`src/rtl/simon_ctrl_if.sv`:
```
// rtl/simon_ctrl_if.sv - host/datapath control bundle for the Simon 64/128 sequencer
interface simon_ctrl_if #(
  parameter int ROUNDS = 44
);
  localparam int RIDX_W = $clog2(ROUNDS);

  logic [1:0]        data_rdy;
  logic              debug_port;
  logic              pt_shift_en;
  logic              key_shift_en;
  logic              round_en;
  logic [RIDX_W-1:0] round_idx;
  logic              out_shift_en;
  logic              out_sel;
  logic              valid;
  logic              busy;
  logic              err;

  modport master (
    output data_rdy, debug_port,
    input  pt_shift_en, key_shift_en, round_en, round_idx,
    input  out_shift_en, out_sel, valid, busy, err
  );

  modport slave (
    input  data_rdy, debug_port,
    output pt_shift_en, key_shift_en, round_en, round_idx,
    output out_shift_en, out_sel, valid, busy, err
  );
endinterface

```
`src/rtl/simon_ctrl.sv`:
```
// rtl/simon_ctrl.sv - load counting, round scheduling and serial output sequencing for Simon 64/128
module simon_ctrl #(
  parameter int BLOCK_W = 64,
  parameter int KEY_W   = 128,
  parameter int ROUNDS  = 44
) (
  input  logic         clk,
  input  logic         reset,
  simon_ctrl_if.slave  bus
);
  localparam int RIDX_W  = $clog2(ROUNDS);
  localparam int PT_CW   = $clog2(BLOCK_W + 1);
  localparam int KEY_CW  = $clog2(KEY_W + 1);
  localparam int OUT_MAX = (KEY_W > BLOCK_W) ? KEY_W : BLOCK_W;
  localparam int OUT_CW  = $clog2(OUT_MAX);

  typedef enum logic [1:0] {
    S_IDLE    = 2'd0,
    S_ENCRYPT = 2'd1,
    S_OUTPUT  = 2'd2,
    S_DONE    = 2'd3
  } state_e;

  state_e            state_q,     state_d;
  logic [PT_CW-1:0]  pt_cnt_q,    pt_cnt_d;
  logic [KEY_CW-1:0] key_cnt_q,   key_cnt_d;
  logic              pt_ok_q,     pt_ok_d;
  logic              key_ok_q,    key_ok_d;
  logic [RIDX_W-1:0] round_idx_q, round_idx_d;
  logic [OUT_CW-1:0] out_cnt_q,   out_cnt_d;
  logic              out_sel_q,   out_sel_d;
  logic [1:0]        prev_cmd_q,  prev_cmd_d;

  logic              pt_shift_c, key_shift_c, round_c, out_shift_c, valid_c, err_c;
  logic [OUT_CW-1:0] out_last;

  always_ff @(posedge clk) begin
    if (reset) begin
      state_q     <= S_IDLE;
      pt_cnt_q    <= '0;
      key_cnt_q   <= '0;
      pt_ok_q     <= 1'b0;
      key_ok_q    <= 1'b0;
      round_idx_q <= '0;
      out_cnt_q   <= '0;
      out_sel_q   <= 1'b0;
      prev_cmd_q  <= 2'd0;
    end else begin
      state_q     <= state_d;
      pt_cnt_q    <= pt_cnt_d;
      key_cnt_q   <= key_cnt_d;
      pt_ok_q     <= pt_ok_d;
      key_ok_q    <= key_ok_d;
      round_idx_q <= round_idx_d;
      out_cnt_q   <= out_cnt_d;
      out_sel_q   <= out_sel_d;
      prev_cmd_q  <= prev_cmd_d;
    end
  end

  assign out_last = out_sel_q ? OUT_CW'(KEY_W - 1) : OUT_CW'(BLOCK_W - 1);

  always_comb begin
    state_d     = state_q;
    pt_cnt_d    = pt_cnt_q;
    key_cnt_d   = key_cnt_q;
    pt_ok_d     = pt_ok_q;
    key_ok_d    = key_ok_q;
    round_idx_d = round_idx_q;
    out_cnt_d   = out_cnt_q;
    out_sel_d   = out_sel_q;
    prev_cmd_d  = bus.data_rdy;
    pt_shift_c  = 1'b0;
    key_shift_c = 1'b0;
    round_c     = 1'b0;
    out_shift_c = 1'b0;
    valid_c     = 1'b0;
    err_c       = 1'b0;

    case (state_q)
      S_IDLE: begin
        case (bus.data_rdy)
          2'd1: begin
            // Counting restarts on every new load run so a partial earlier run never counts.
            pt_shift_c = 1'b1;
            if (prev_cmd_q != 2'd1)
              pt_cnt_d = PT_CW'(1);
            else if (pt_cnt_q != PT_CW'(BLOCK_W))
              pt_cnt_d = pt_cnt_q + 1'b1;
            pt_ok_d = (pt_cnt_d == PT_CW'(BLOCK_W));
          end
          2'd2: begin
            key_shift_c = 1'b1;
            if (prev_cmd_q != 2'd2)
              key_cnt_d = KEY_CW'(1);
            else if (key_cnt_q != KEY_CW'(KEY_W))
              key_cnt_d = key_cnt_q + 1'b1;
            key_ok_d = (key_cnt_d == KEY_CW'(KEY_W));
          end
          2'd3: begin
            if (prev_cmd_q != 2'd3) begin
              if (pt_ok_q && key_ok_q) begin
                out_sel_d   = bus.debug_port;
                round_idx_d = '0;
                state_d     = S_ENCRYPT;
              end else begin
                err_c = 1'b1;
              end
            end
          end
          default: ;
        endcase
      end
      S_ENCRYPT: begin
        round_c = 1'b1;
        if (round_idx_q == RIDX_W'(ROUNDS - 1)) begin
          round_idx_d = '0;
          out_cnt_d   = '0;
          state_d     = S_OUTPUT;
        end else begin
          round_idx_d = round_idx_q + 1'b1;
        end
      end
      S_OUTPUT: begin
        valid_c     = 1'b1;
        out_shift_c = 1'b1;
        if (out_cnt_q == out_last) begin
          out_cnt_d = '0;
          state_d   = S_DONE;
        end else begin
          out_cnt_d = out_cnt_q + 1'b1;
        end
      end
      S_DONE: begin
        // The key register was consumed by the schedule, so both loads must be repeated.
        pt_cnt_d  = '0;
        key_cnt_d = '0;
        pt_ok_d   = 1'b0;
        key_ok_d  = 1'b0;
        if (bus.data_rdy != 2'd3)
          state_d = S_IDLE;
      end
      default: state_d = S_IDLE;
    endcase
  end

  assign bus.pt_shift_en  = pt_shift_c  & ~reset;
  assign bus.key_shift_en = key_shift_c & ~reset;
  assign bus.round_en     = round_c     & ~reset;
  assign bus.out_shift_en = out_shift_c & ~reset;
  assign bus.valid        = valid_c     & ~reset;
  assign bus.err          = err_c       & ~reset;
  assign bus.round_idx    = round_idx_q;
  assign bus.out_sel      = out_sel_q;
  assign bus.busy         = (state_q == S_ENCRYPT) || (state_q == S_OUTPUT);
endmodule

```
`src/flat_wrapper.sv`:
```
// flat-port wrapper written by rule: the top's interface ports become plain ports
module simon_ctrl_flat 
#(
  parameter int BLOCK_W = 64,
  parameter int KEY_W   = 128,
  parameter int ROUNDS  = 44
)
  (clk, reset, bus_data_rdy, bus_debug_port, bus_pt_shift_en, bus_key_shift_en, bus_round_en, bus_round_idx, bus_out_shift_en, bus_out_sel, bus_valid, bus_busy, bus_err);
  simon_ctrl_if #(.ROUNDS(ROUNDS)) bus_i ();
  input  logic clk;
  input  logic reset;
  input wire logic [$bits(bus_i.data_rdy)-1:0] bus_data_rdy;
  input wire logic [$bits(bus_i.debug_port)-1:0] bus_debug_port;
  output wire logic [$bits(bus_i.pt_shift_en)-1:0] bus_pt_shift_en;
  output wire logic [$bits(bus_i.key_shift_en)-1:0] bus_key_shift_en;
  output wire logic [$bits(bus_i.round_en)-1:0] bus_round_en;
  output wire logic [$bits(bus_i.round_idx)-1:0] bus_round_idx;
  output wire logic [$bits(bus_i.out_shift_en)-1:0] bus_out_shift_en;
  output wire logic [$bits(bus_i.out_sel)-1:0] bus_out_sel;
  output wire logic [$bits(bus_i.valid)-1:0] bus_valid;
  output wire logic [$bits(bus_i.busy)-1:0] bus_busy;
  output wire logic [$bits(bus_i.err)-1:0] bus_err;
  assign bus_i.data_rdy = bus_data_rdy;
  assign bus_i.debug_port = bus_debug_port;
  assign bus_pt_shift_en = bus_i.pt_shift_en;
  assign bus_key_shift_en = bus_i.key_shift_en;
  assign bus_round_en = bus_i.round_en;
  assign bus_round_idx = bus_i.round_idx;
  assign bus_out_shift_en = bus_i.out_shift_en;
  assign bus_out_sel = bus_i.out_sel;
  assign bus_valid = bus_i.valid;
  assign bus_busy = bus_i.busy;
  assign bus_err = bus_i.err;
  simon_ctrl #(.BLOCK_W(BLOCK_W), .KEY_W(KEY_W), .ROUNDS(ROUNDS)) u_core (.clk(clk), .reset(reset), .bus(bus_i));
endmodule
```
`config.mk`:
```
export PLATFORM = sky130hd
export DESIGN_NAME = simon_ctrl_flat
export DESIGN_NICKNAME = d
export VERILOG_FILES = /design/src/rtl/simon_ctrl_if.sv /design/src/rtl/simon_ctrl.sv /design/src/flat_wrapper.sv
export SDC_FILE = /design/constraint.sdc
export NUM_CORES = 1
export LEC_CHECK = 0
export ABC_AREA = 1
export CAP_MARGIN = 20
export CORE_MARGIN = 3
export CORE_UTILIZATION = 28
export CTS_CLUSTER_DIAMETER = 80
export DETAILED_ROUTE_END_ITERATION = 6
export PLACE_DENSITY = 0.44
export SKIP_LAST_GASP = 1
export SLEW_MARGIN = 10
export SYNTH_ARGS = -nofsm -noshare
export SYNTH_HDL_FRONTEND = slang
export SYNTH_SLANG_ARGS = --single-unit
```
`constraint.sdc`:
```
create_clock -name clk -period 2.2 [get_ports clk]
set_clock_uncertainty 0.15 [all_clocks]
set_input_delay 0.55 -clock clk [delete_from_list [all_inputs] [get_ports clk]]
set_output_delay 0.55 -clock clk [all_outputs]
set_load 0.01 [all_outputs]
```
# Word-level counts from Yosys, hierarchy flattened
# Index checks and enable logic that the tools add are counted.
# classes
n_addsub,4
n_eq_ne,24
mux,42
n_bitwise,6
reduce_logical,12
# op_table
cell,count
2-to-1 mux 7 bit,8
2-to-1 mux 8 bit,5
case mux 7 bit (2 select lines),2
2-to-1 mux 6 bit,4
case mux 8 bit (2 select lines),1
"adder 7 x 1 -> 7 bit, second input constant",2
2-to-1 mux 1 bit,12
2-to-1 mux 2 bit,6
"inequality test 2 x 1 -> 1 bit, second input constant",6
"inequality test 2 bit, second input constant",6
case mux 6 bit (2 select lines),1
"adder 8 x 1 -> 8 bit, second input constant",1
"== test 2 bit, second input constant",4
"== test 8 bit, second input constant",1
"inequality test 8 bit, second input constant",1
case mux 2 bit (4 select lines),1
AND reduction 4 bit,2
== test 7 bit,1
"== test 7 bit, second input constant",1
"inequality test 7 bit, second input constant",1
"adder 6 x 1 -> 6 bit, second input constant",1
"== test 6 bit, second input constant",1
AND reduction 2 bit,3
AND reduction 6 bit,1
other kinds (8),16
# totals
ff_bits,35
input_bits,5
out_inout_bits,14
wordCells,97

# Logic depth before layout (Yosys ltp)
# Gate-level depths: netlist of the first run.
# depth
word_depth,8
depth_mapped,12
depth_no_buf,12

# Least setup slack after synthesis of the first run
# No wires, ideal clock.
# synth_timing
path_type,in2out
startpoint,input reset
endpoint,output bus_err
arrival_time_ns,1.180
t_required_ns,1.500
path_slack_ns,0.320
path_stages,4
n_path_buf,1
cell_sequence,buf_4 > inv_1 > nand3_1 > nor3_1
# synth_between
elab_chain_len,2
# synth_lines
element,line_no,text
"start, declared",flat_wrapper.sv:11,input logic reset;
NOT 1 bit,simon_ctrl.sv:152,assign bus.err = err_c & ~reset;
bitwise AND 1 bit,simon_ctrl.sv:152,
"end, declared",flat_wrapper.sv:22,output wire logic [$bits(bus_i.err)-1:0] bus_err;
# Every way passes these cells.

# Worst setup path after layout of the first run
# layout_timing
startpoint,register u_core.state_q[0]
endpoint,output bus_out_shift_en
# layout_between
elab_chain_len,3
# layout_lines
element,line_no,text
"start, declared",simon_ctrl.sv:24,"state_e state_q, state_d;"
"start signal, assigned",simon_ctrl.sv:49,state_q <= state_d;
== test 2 bit,simon_ctrl.sv:80,case (state_q)
2-to-1 mux 1 bit,simon_ctrl.sv:80,
bitwise AND 1 bit,simon_ctrl.sv:150,assign bus.out_shift_en = out_shift_c & ~reset;
"end, declared",flat_wrapper.sv:18,output wire logic [$bits(bus_i.out_shift_en)-1:0] bus_out_shift_en;
# Every way passes these cells.

==> key figures, run 1 <==
Run status
  – Status: completed

Critical path
  – Cell Chain, Critical Path: inv_1, buf_4, ha_1, inv_1, nor2_4, clkdlybuf4s15_2
  – Worst Setup End Kind: output pin
  – Reg2reg end: u_core.out_cnt_q[6]$_SDFFE_PP0P_
  – Arr. time, crit path: ~1.4 ns
  – Reg2reg start: u_core.state_q[1]$_SDFFE_PP0P_
  – FF-to-FF setup slack: 0.36 ns
  – CP max FO: 3
  – WP data required: 1.50 ns
  – Worst Setup SP: u_core.state_q[0]$_SDFFE_PP0P_
  – Worst path max stage delay: 0.34 ns
  – Kind of critical path: reg -> out
  – Reg2reg path depth: 12
  – Critical-path top delay cell: dfxtp_1
  – Cell mode on critical path: inv_1
  – Worst setup SP type: register

Clocking
  – CTS sink count: 35
  – Hold buffer count at CTS: 0
  – CTS Buf Count: 5
  – CTS Buffer Depth: 2
  – H-tree levels: 2
  – CTS tree: done
  – Root buffer cell: clkbuf_8
  – Worst-path clk slew: 0.08 ns
  – Clock Latency Late Sink: ~0.29 ns

STA
  – Setup total negative slack: 0 ns
  – Period utilization: 96.6%
  – Rel. slew slack: between 70% and 80%
  – Endpoints failing hold: 0
  – Final Worst Setup Slack: 0.0750 ns
  – Worst-Margin Slew: 0.406 ns
  – Final Hold Slack: 0.327 ns
  – Pins Over Slew Limit: 0
  – Unrepaired setup endpoints after global routing: yes
  – Peak Freq: 471 MHz
  – # setup viols final: 0
  – Post-layout min period: 2.12 ns

Global route
  – GR peak layer: met2
  – Global route overflow: 0
  – Number of global-route vias before repair: roughly 2000
  – Initial antenna violation count: 0
  – Met2 GRT Util: 20.1%
  – All-layer global routing usage: about an eighth
  – Met1 usage: 17.3%
  – Met3 global-route usage: under 10%
  – Largest net degree at the start of global routing: 14
  – First-pass GRT wire length: about 8.9 mm

Routing
  – Via density: 4.41
  – DR pass1 iterations: 4
  – Routed WL: roughly 5.3 mm
  – DRT iter0 DRCs: 66
  – Routed vias: 2116
  – Antenna-violating nets left: 0
  – Residual DRC count: 0
  – Post-DR wirelength/cell: 11.1 um

Worst hold path
  – Hold Crit Start: u_core.pt_ok_q$_SDFFE_PP0P_
  – Worst hold path type: reg -> reg
  – Worst Hold Depth: 2
  – Hold Path End: u_core.pt_ok_q$_SDFFE_PP0P_

Cells and area
  – Share of cells above drive strength 1: 13.1%
  – Nets@finish: 395
  – Design area: 2730 um2
  – # diodes: 0
  – Layout-stage area growth over the synthesis result: 29.2%

Logic synthesis
  – Count leader, synth: nand2_1
  – Synth area leader: dfxtp_1
  – Synth top area cells: dfxtp_1, nand2_1, inv_1
  – Yosys warnings: 0
  – Synth top area share: 33.1%
  – Synthesized area: 2120 um2
  – Seq/Total Area, Yosys: 33.1%
  – Synth Flop Type: dfxtp_1
  – Yosys reg bits: 35
  – Unique cell type count in the Yosys netlist: 25
  – Syn Nets: ~350
  – Post-synthesis instance total: around 330
  – EDFF count, synth: 0
  – Top post-synthesis cells by count: nand2_1, inv_1, nor2_1, dfxtp_1, nand3_1
  – Asr flop ratio synth: 0%
  – Syn_area_per_cell: 6.33 um2

Pwr
  – Lkg Pwr: 1.15 nW
  – PD cells: around 500 nW/um2
  – Pwr Total: 1.36 mW
  – Switch share: 23.2%
  – Worst IR Drop VDD: around 0.26 mV
  – Clk pwr share: between 40% and 50%
  – Int Pwr: 1.05 mW
  – Sequential share of power: 47.3%
  – Switching Power: 0.317 mW
  – Combinational power share: around 7.6%

Floorplanning
  – Die Ht: 92.9 um
  – Starting Density: between 20% and 30%
  – Row count: 31
  – Die ar.: 8640 um2
  – Die width: 92.9 um
  – Core ar.: 7290 um2
  – IO Pins: 19

Placement
  – Cell Area, Placed: 2560 um2
  – Gp weighted congestion: 0.749
  – PortBufs: 18
  – Post-DP HPWL: slightly below 4 mm
  – Pre-CTS setup slack: -0.537 ns

Run
  – Max-cap violations: 0
final cells by class:
type,instances,area (um2)
fillers,802,4560
multi-input cells,241,1210
flip-flops and latches,35,701
repair buffers,45,380
inverters,52,195
well taps,99,124
clock buffers,6,82.6
clock inverters,2,35.0
worst max-delay path by stage:
| stage | to | slack (ns) | cells after the start |
|---|---|---|---|
| 2_1_floorplan | bus_err | 0.32 | 4 |
| 3_3_place_gp | bus_err | -0.55 | 4 |
| 3_5_place_dp | bus_err | -0.54 | 4 |
| 4_1_cts | bus_pt_shift_en | -0.0007 | 5 |
| 5_1_grt | bus_out_shift_en | -0.02 | 6 |
| 6_report | bus_out_shift_en | 0.08 | 6 |
stage by stage:
stage,std cells,util (%)
2_1_floorplan,334,-
3_3_place_gp,469,35.1
3_5_place_dp,469,35.1
4_1_cts,480,37.3
5_1_grt,480,37.5
6_report,480,37.5
power groups by stage:
| stage | sequential (mW) | clock (mW) | combinational (mW) |
|---|---|---|---|
| 3_3_place_gp | 0.661 | 0 | 0.101 |
| 2_1_floorplan | 0.659 | 0 | 0.0562 |
| 5_1_grt | 0.647 | 0.657 | 0.117 |
| 6_report | 0.645 | 0.614 | 0.104 |
| 3_5_place_dp | 0.660 | 0 | 0.0998 |
| 4_1_cts | 0.645 | 0.639 | 0.105 |
layer usage:
layer	share of wire (%)	wire, um
met5	0	0
met4	1.2	65
met3	2.3	122
met2	44	2350
met1	53	2810
cell usage in the layout (no fill, tap or decap):
cell type        instances
nand4_1                 13
o21ai_2                  1
and3_1                   2
dlygate4sd2_1            5
ha_4                     1
xor2_1                   3
o211ai_1                 1
clkinv_1                 1
bufinv_16                1
nand3_1                 31
nand2_1                 87
inv_1                   50
nor2_4                   2
nand3_2                  1
o21ai_0                 15
a211oi_1                 1
clkdlybuf4s15_2          4
ha_1                     9
dfxtp_1                 35
xnor2_1                  2
clkbuf_8                 6
nor2_1                  37
o21ai_1                  1
nor2_2                   3
buf_6                    1
a2111oi_0                1
clkinv_2                 1
buf_4                   26
inv_2                    1
nor3_2                   1
a21oi_1                 26
buf_2                    1
nor3_1                   3
clkdlybuf4s50_1          8
critical path: cells and delay by family, from the launching register on:
family / cells / cell delay [ns]
AND/OR/NAND/NOR: 1 / 0.05
buffers and inverters: 4 / 0.55
flip-flops: 1 / 0.34
adder cells (fa/ha/maj): 1 / 0.19
registers in the layout, indices dropped and copies added (netlist names):
register              cells
u_core.key_cnt_q          8
u_core.bus.out_sel        1
u_core.bus.round_idx      6
u_core.prev_cmd_q         2
u_core.out_cnt_q          7
u_core.key_ok_q           1
u_core.pt_cnt_q           7
u_core.pt_ok_q            1
u_core.state_q            2
cells by family (layout without fill, tap and decap cells):
| family | after synthesis | count (layout) | share of synthesized area [%] |
|---|---|---|---|
| AOI/OAI and AO/OA | 46 | 46 | 11.5 |
| buffers and inverters | 58 | 105 | 11.1 |
| xor gates and xnor gates | 5 | 5 | 2.07 |
| adders and majority gates | 10 | 10 | 5.91 |
| and+or+nand+nor | 180 | 180 | 36.3 |
| DFF | 35 | 35 | 33.1 |
repair_timing:
item / 4_1_cts / 5_1_grt
gates resized for setup: 29 / 2
setup endpoints to repair: 7 / 3
pin swaps: 2 / 0
buffers inserted: 3 / 0
No activity file was read; power rests on OpenSTA's default activity.
==> run 2, diff against run 1 <==
CORE_UTILIZATION = 55   (was 28)
PLACE_DENSITY = 0.76   (was 0.44)
==> run 2 against run 1 <==
Effect of this change:
- sequential share of layout area rose by 1.9 points
- first-iteration DRC count rose to 3.4 times the previous value
- final area fell by 7.0%
- global-route usage rose by 11 points
- clock power fell by 25%
- highest routed layer unchanged
- via count rose by 2.9%
- flip-flop and latch count did not move
- non-clock buffer count fell by 6
- count of clock-buffer cells in the layout did not move
- maximum frequency fell by 0.33%
- hold slack barely moved
==> key figures, run 2 (same netlist as run 1, synthesis figures left out) <==
Clocking
  – Worst-path clk slew: 0.07 ns (about the same)
  – Clock Latency Late Sink: 0.29 ns (about the same)
  – CTS sink count: 35 (unchanged)
  – H-tree levels: 2 (unchanged)
  – Root buffer cell: clkbuf_8
  – CTS tree: done
  – CTS Buf Count: 5 (unchanged)
  – CTS Buffer Depth: 2 (unchanged)

Run
  – Max-cap violations: 0 (unchanged)

Routing
  – Antenna-violating nets left: 0 (unchanged)
  – DRT iter0 DRCs: 226 (+240%)
  – Residual DRC count: 0 (unchanged)
  – Post-DR wirelength/cell: 11.2 um (+0.45%)
  – Routed vias: 2178 (+2.9%)
  – Routed WL: 4.71 mm (-12%)
  – Via density: 5.17 (+17%)
  – DR pass1 iterations: 4 (unchanged)

Floorplanning
  – Die width: 68.0 um (-27%)
  – Die Ht: 68.0 um (-27%)
  – Row count: 21 (-32%)
  – Die ar.: 4630 um2 (-46%)
  – Core ar.: 3520 um2 (-52%)
  – IO Pins: 19 (unchanged)
  – Starting Density: 60.1% (+31 points)

STA
  – Post-layout min period: 2.13 ns (+0.00704 ns)
  – Worst-Margin Slew: 0.394 ns (-0.0115 ns)
  – Rel. slew slack: 73.7% (+0.77 points)
  – Unrepaired setup endpoints after global routing: no
  – # setup viols final: 0 (unchanged)
  – Period utilization: 96.9% (+0.32 points)
  – Final Hold Slack: 0.326 ns (-0.000396 ns)
  – Endpoints failing hold: 0 (unchanged)
  – Setup total negative slack: 0 ns (unchanged)
  – Final Worst Setup Slack: 0.0680 ns (-0.00704 ns)
  – Pins Over Slew Limit: 0 (unchanged)
  – Peak Freq: 469 MHz (-0.33%)

Cells and area
  – Share of cells above drive strength 1: 10.7% (-2.5 points)
  – Layout-stage area growth over the synthesis result: 20.1%
  – Design area: 2540 um2 (-7.0%)
  – Largest regs: u_core.key_cnt_q: 8 flops, u_core.out_cnt_q: 7 flops, u_core.pt_cnt_q: 7 flops
  – Layout fillers: 321 (-60%)
  – Nets@finish: 389 (-1.5%)
  – Most frequent cells in the layout: nand2_1, inv_1, nor2_1
  – Most common cell after layout, fill and taps aside: nand2_1
  – Largest register FFs: 8 (unchanged)
  – # diodes: 0 (unchanged)
  – Post-route core utilization: 72.2% (+35 points)
  – Largest Register: u_core.key_cnt_q
  – Final Instance Count excl. Fillers: 421 (-12%)

Critical path
  – CP max FO: 2 (-1)
  – Worst Setup End Kind: output pin
  – WP data required: 1.50 ns (about the same)
  – Worst setup SP type: input port
  – Arr. time, crit path: 1.43 ns (about the same)
  – Worst Setup SP: reset
  – Kind of critical path: in -> out
  – Reg2reg start: u_core.state_q[1]$_SDFFE_PP0P_

Placement
  – Gp weighted congestion: 0.865 (+16%)
  – Pre-CTS setup slack: -0.454 ns (+0.0830 ns)
  – Post-DP HPWL: 3.43 mm (-13%)
  – Post-Place Cells: 412 (-12%)
  – PortBufs: 18 (unchanged)
  – Cell Area, Placed: 2460 um2 (-3.8%)

Global route
  – All-layer global routing usage: 23.3% (+11 points)
  – Number of global-route vias before repair: 1967 (-1.7%)
  – Global route overflow: 0 (unchanged)
  – First-pass GRT wire length: 8.29 mm (-7.0%)
  – Initial antenna violation count: 0 (unchanged)
  – Largest net degree at the start of global routing: 14 (unchanged)

Pwr
  – Lkg Pwr: 1.10 nW (-4.4%)
  – Worst IR Drop VDD: 0.325 mV (+23%)
  – PD cells: 472 nW/um2 (-5.4%)
  – Pwr Total: 1.20 mW (-12%)

Run status
  – Status: completed

Worst hold path
  – Worst hold path type: reg -> reg
  – Hold Crit Start: u_core.key_ok_q$_SDFFE_PP0P_
[run 2: changes by cell type in the layout (fill, tap and decap cells not counted), moves of 2 or more]
cell	delta
buf_4	-6
buf_2	+4
clkdlybuf4s15_2	-4
dlygate4sd2_1	-2
nor2_1	+2
nor2_2	-2
[run 2: area by class of cell]
class / count / area (um2) / area share, %
Multi-Input combinational cell: 241 / 1190 / 47.0
Sequential cell: 35 / 701 / 27.6
Timing Repair Buffer: 39 / 308 / 12.1
Inverter: 52 / 195 / 7.68
Clock buffer: 6 / 72.6 / 2.86
Tap cell: 46 / 57.6 / 2.26
Clock inverter: 2 / 12.5 / 0.492
[run 2: worst paths after layout]
path	endpoint	slack (ns)	cells after the start
max	bus_err	0.07	5
min	u_core.key_ok_q$_SDFFE_PP0P_	0.33	2
max reg2reg	u_core.out_cnt_q[1]$_SDFFE_PP0P_	0.33	10
min reg2reg	u_core.key_ok_q$_SDFFE_PP0P_	0.33	2
[run 2: worst max-delay path, stage by stage]
cell and delay, ns:
clkdlybuf4s50_1 0.43, inv_1 0.08, nand3_1 0.09, nor3_2 0.13, buf_2 0.15
[run 2: power breakdown]
| part | leakage (nW) | switching [mW] | internal (mW) |
|---|---|---|---|
| Clock | 0.0412 | 0.239 | 0.221 |
| Sequential | 0.283 | 0.00667 | 0.639 |
| Combinational | 0.774 | 0.0572 | 0.0366 |
[run 2: timing repair]
action,4_1_cts,5_1_grt
cloned,0,0
setup buffers,1,0
hold buffers,0,0
pin swaps,1,0
setup endpoints to repair,7,4
gates resized for setup,26,5
[run 2: per-layer routing]
metal	track usage (%)	part of all wire, %
met5	0	0
met3	5.42	4.7
met2	37.1	47
met4	8.44	1.3
met1	30.7	47
